**config.mk**
```make
export PLATFORM = sky130hd
export DESIGN_NAME = sync_fifo
export DESIGN_NICKNAME = d
export VERILOG_FILES = /design/src/rtl/fifo_pkg.sv /design/src/rtl/fifo_ram.sv /design/src/rtl/sync_fifo.sv
export SDC_FILE = /design/constraint.sdc
export NUM_CORES = 1
export LEC_CHECK = 0
export ABC_AREA = 1
export CORE_MARGIN = 2
export CORE_UTILIZATION = 60
export CTS_CLUSTER_DIAMETER = 60
export CTS_CLUSTER_SIZE = 40
export DETAILED_ROUTE_END_ITERATION = 16
export PLACE_DENSITY = 0.79
export SYNTH_ARGS = -nofsm -noshare
export SYNTH_HDL_FRONTEND = slang
export SYNTH_HIERARCHICAL = 1
export SYNTH_SLANG_ARGS = --single-unit
```
**constraint.sdc**
```tcl
create_clock -name clk -period 7.09 [get_ports clk]
set_clock_uncertainty 0.2 [all_clocks]
set_input_delay 1.0635 -clock clk [delete_from_list [all_inputs] [get_ports clk]]
set_output_delay 1.0635 -clock clk [all_outputs]
set_load 0.02 [all_outputs]
```
**src/rtl/fifo_pkg.sv**
```systemverilog
// Shared helpers for the FIFO family: depth from address width and level/threshold compares.
package fifo_pkg;

    function automatic int unsigned fifo_depth(input int unsigned pointer);
        return 32'd1 << pointer;
    endfunction

    function automatic logic level_at_or_above(input int unsigned level,
                                               input int unsigned threshold);
        return level >= threshold;
    endfunction

    function automatic logic level_at_or_below(input int unsigned level,
                                               input int unsigned threshold);
        return level <= threshold;
    endfunction

endpackage

```
**src/rtl/fifo_ram.sv**
```systemverilog
// DEPTH x WIDTH register array: one synchronous write port, one asynchronous read port.
module fifo_ram
    import fifo_pkg::*;
#(
    parameter int unsigned WIDTH   = 8,
    parameter int unsigned POINTER = 4
) (
    input  logic               clk,
    input  logic               wr_en,
    input  logic [POINTER-1:0] wr_addr,
    input  logic [WIDTH-1:0]   wr_data,
    input  logic [POINTER-1:0] rd_addr,
    output logic [WIDTH-1:0]   rd_data
);

    localparam int unsigned DEPTH = fifo_depth(POINTER);

    // Storage is deliberately left out of reset; stale words are unreachable via the pointers.
    logic [WIDTH-1:0] mem [DEPTH];

    always_ff @(posedge clk) begin
        if (wr_en) begin
            mem[wr_addr] <= wr_data;
        end
    end

    assign rd_data = mem[rd_addr];

endmodule

```
**src/rtl/sync_fifo.sv**
```systemverilog
// Single-clock FIFO with level thresholds, fill level, sticky error flags and optional FWFT reads.
module sync_fifo
    import fifo_pkg::*;
#(
    parameter int unsigned WIDTH    = 8,
    parameter int unsigned POINTER  = 4,
    parameter int unsigned AF_LEVEL = 12,
    parameter int unsigned AE_LEVEL = 2,
    parameter int unsigned FWFT     = 0
) (
    input  logic               clk,
    input  logic               areset,
    input  logic               wren,
    input  logic [WIDTH-1:0]   data_in,
    output logic               wr_full,
    output logic               wr_almost_full,
    output logic               overflow,
    input  logic               rden,
    output logic [WIDTH-1:0]   data_out,
    output logic               rd_empty,
    output logic               rd_almost_empty,
    output logic               underflow,
    output logic [POINTER:0]   fill_level
);

    localparam int unsigned DEPTH = fifo_depth(POINTER);

    if (AF_LEVEL < 1 || AF_LEVEL > DEPTH) begin : g_bad_af_level
        $error("sync_fifo: AF_LEVEL must lie in 1..DEPTH");
    end
    if (AE_LEVEL > DEPTH - 1) begin : g_bad_ae_level
        $error("sync_fifo: AE_LEVEL must lie in 0..DEPTH-1");
    end

    logic [POINTER:0]  wr_ptr_q, rd_ptr_q;
    logic              overflow_q, underflow_q;
    logic              wr_accept, rd_accept;
    logic [WIDTH-1:0]  ram_rdata;

    // Flags come only from registered pointers so they never combinationally depend on requests.
    always_comb begin
        fill_level      = wr_ptr_q - rd_ptr_q;
        rd_empty        = (wr_ptr_q == rd_ptr_q);
        wr_full         = (wr_ptr_q[POINTER-1:0] == rd_ptr_q[POINTER-1:0]) &&
                          (wr_ptr_q[POINTER] != rd_ptr_q[POINTER]);
        wr_almost_full  = level_at_or_above(32'(fill_level), AF_LEVEL);
        rd_almost_empty = level_at_or_below(32'(fill_level), AE_LEVEL);
        wr_accept       = wren && !wr_full;
        rd_accept       = rden && !rd_empty;
    end

    always_ff @(posedge clk or posedge areset) begin
        if (areset) begin
            wr_ptr_q    <= '0;
            rd_ptr_q    <= '0;
            overflow_q  <= 1'b0;
            underflow_q <= 1'b0;
        end else begin
            if (wr_accept) begin
                wr_ptr_q <= wr_ptr_q + (POINTER+1)'(1);
            end
            if (rd_accept) begin
                rd_ptr_q <= rd_ptr_q + (POINTER+1)'(1);
            end
            if (wren && wr_full) begin
                overflow_q <= 1'b1;
            end
            if (rden && rd_empty) begin
                underflow_q <= 1'b1;
            end
        end
    end

    assign overflow  = overflow_q;
    assign underflow = underflow_q;

    fifo_ram #(
        .WIDTH   (WIDTH),
        .POINTER (POINTER)
    ) u_ram (
        .clk     (clk),
        .wr_en   (wr_accept),
        .wr_addr (wr_ptr_q[POINTER-1:0]),
        .wr_data (data_in),
        .rd_addr (rd_ptr_q[POINTER-1:0]),
        .rd_data (ram_rdata)
    );

    if (FWFT != 0) begin : g_fwft
        assign data_out = ram_rdata;
    end else begin : g_std
        logic [WIDTH-1:0] data_q;

        // Loaded only on an accepted read; holds across idle cycles and rejected reads.
        always_ff @(posedge clk or posedge areset) begin
            if (areset) begin
                data_q <= '0;
            end else if (rd_accept) begin
                data_q <= ram_rdata;
            end
        end

        assign data_out = data_q;
    end

endmodule

```
==> impl_results.md <==
* Status: completed
* Clk sink count at 148
* Post-layout min period at 4.27 ns
* Rel. slew slack at 27.7%
* Max-cap violation count at 0
* Die area at 12200 µm²
* Startpoint type of the worst setup path: flop
* Routed vias/inst at 5.39
* Die height at 110 µm
* HPWL Detailed at 8700 µm
* CP arrival at 3.00 ns
* Cts hold-fix bufs at 0
* Worst path cell trace: inv_1 > ha_1 > a21oi_1 > nand3_1 > nand2_1 > nand2_1 > nand2_1 > clkdlybuf4s50_1
* Fmax at 0.234 GHz
* Total Wirelength at 14200 µm
* Critical path capture point type: output port
* Count of pins over their slew limit at 0
* Synth area leader: edfxtp_1
* Leak Pwr at 3.38 nW
* Final GP Congestion at 0.867
* Synth area leaders: edfxtp_1 (57%), nand2_1 (12%), nand3_1 (8.7%), dfrtp_1 (7.4%), inv_1 (6.5%)
* CTS tree: done
* Number of inserted diodes at 0
* Initial core utilization at 62.1%
* Yosys top cell area share at 56.6%
* Worst slack, placed at 3.28 ns
* Clk_lat worst skew at 0.41 ns
* Vias in the first global route at 4497
* IO Port Bufs at 30
* Number of fill cells at 792
* Net total in the final layout at 728
* Required time worst endpoint at 5.83 ns
* CTS max path bufs at 2
* Tot GR Track Use at 25.4%
* Endpoints failing hold at 0
* Post-DRT Antenna Nets at 0
* RSZ-0062 raised after global routing: no
* First-pass GRT wire length at 22500 µm
* Synth Net Count at 704
* Post-layout util at 70.2%
* Worst Tran Pin Value at 1.08 ns
* Antenna violations before repair at 0
* Slowest cell delay on critical path at 0.90 ns
* Worst-path clk slew at 0.06 ns
* Buffers & Inverters on Critical Path at 2
* Post-CTS Setup Inserts at 0
* # IOs at 31
* Netlist Area Pre-Place at 6790 µm²
* Pin count of the biggest net entering global routing at 70
* Final setup vio count at 0
* Most frequent cells in the layout: nand2_1 (221), edfxtp_1 (128), inv_1 (118), nand3_1 (118), clkdlybuf4s50_1 (30)
* Hold Crit Class: reg2reg
* Total power at 3.39 mW
* Starting DRT DRC Count at 398
* CTS Buf Count at 17
* Clock root cell: clkbuf_16
* GRT Residual Overflow at 0
* Post-CTS Resized at 0
* Pwr per Cell Area at 442 nW/µm²
* Row count at 38
* Worst vdd ir at 0.336 mV
* Routed len/inst at 16.5 µm
* Critical path's most frequent cell: nand2_1
* Most common cell after layout, fill and taps aside: nand2_1
* Avg Cell Area, Syn at 9.91 µm²
* Crit-path leading delay family: flip-flops
* Layout cells sized above 1 at 6.09%
* Sequential-to-total area share from yosys stat at 64.0%
* Fin worst setup slack at 2.82 ns
* Crit-path max FO at 22
* Core ar. at 10900 µm²
* Vias at 4647
* Iteration count of the initial detailed-routing pass at 6
* Syn. warnings at 6
* Slowest cell on crit path: dfrtp_1
* Layout area overhead at 13.0%
* FF+latch count, synth at 148
* # DRC at 0
* Cell variety after synth at 25
* Die X at 110 µm
* Worst Setup Path Type: reg2out
* Period utilization at 60.2%
* Final TNS setup at 0 ns
* H-tree level count at 4
* Cells after Synth at 685
[per-layer routing]
layer	up-vias	wire length, µm	GRT usage, %
met3	28	1120	6.11
met2	202	6990	41.2
li1	2237	-	-
met5	-	0	0
met1	2180	5770	33.6
met4	0	303	9.46
[path summary, 6_finish.rpt]
path / startpoint / slack [ns] / end / depth (start not counted)
setup reg to reg: rd_ptr_q[2] / 3.58 / u_ram/mem[9][1] / 9
setup / recovery: rd_ptr_q[2] / 2.82 / wr_almost_full / 8
hold / removal: underflow / 0.26 / underflow / 1
min in group asynchronous: areset / 0.91 / data_out[4] / 2
hold reg to reg: underflow / 0.26 / underflow / 1
max in group asynchronous: areset / 5.24 / rd_ptr_q[0] / 2
[Yosys cell counts]
cell / instances
buf_12: 1
buf_6: 6
nand2_1: 221
nand3b_1: 2
nand2_4: 3
inv_1: 118
o21ai_0: 1
ha_1: 6
nand2_2: 3
buf_4: 5
a21oi_1: 2
xor2_1: 4
a21o_1: 2
buf_2: 13
fa_1: 1
xnor2_1: 4
inv_2: 3
nand3_1: 118
o21ai_4: 1
nor2_2: 1
dfrtp_1: 20
nor2_4: 2
nor2_1: 18
buf_1: 2
edfxtp_1: 128
[registers in the layout, indices dropped and copies added, names as in the netlist]
signal,cells
u_ram/mem,128
data_out,8
rd_ptr_q,5
wr_ptr_q,5
overflow,1
underflow,1
[worst register-to-register path, delay by kind of cell, from the launching register on]
family	cells	cell delay [ns]
DFF	1	0.90
and+or+nand+nor	6	1.41
buffers and inverters	2	0.23
adders and majority gates	1	0.39
[cell type report]
class	instances	area, µm²	area share [%]
tap	140	175	2.28
clock buffer	20	437	5.69
clock inverter	12	155	2.02
inverter	121	454	5.92
timing repair buffer	32	315	4.11
multi-input combinational	389	1800	23.4
sequential	148	4350	56.6
[metrics by stage]
stage,cells,hold slack (ns),cell area [µm²]
floorplan,685,0.271,6790
global placement,830,0.240,7090
detailed placement,830,0.247,7090
CTS,862,0.261,7680
global route,862,0.287,7680
finish,862,0.261,7680
[power by group]
| group | switching [mW] | internal (mW) |
|---|---|---|
| Combinational | 0.892 | 0.468 |
| Sequential | 0.0815 | 1.07 |
| Clock | 0.330 | 0.553 |
| Total | 1.30 | 2.09 |
[kinds of logic after synthesis]
kind of cell	count (synthesis)	synth area share, %
adder cells (fa/ha/maj)	7	1.40
buffers and inverters	148	9.60
AO/OA/AOI/OAI	6	0.682
flip-flops	148	64.0
XOR/XNOR	8	1.03
AND/OR/NAND/NOR	368	23.3
Power figures use the tool's default switching activity.
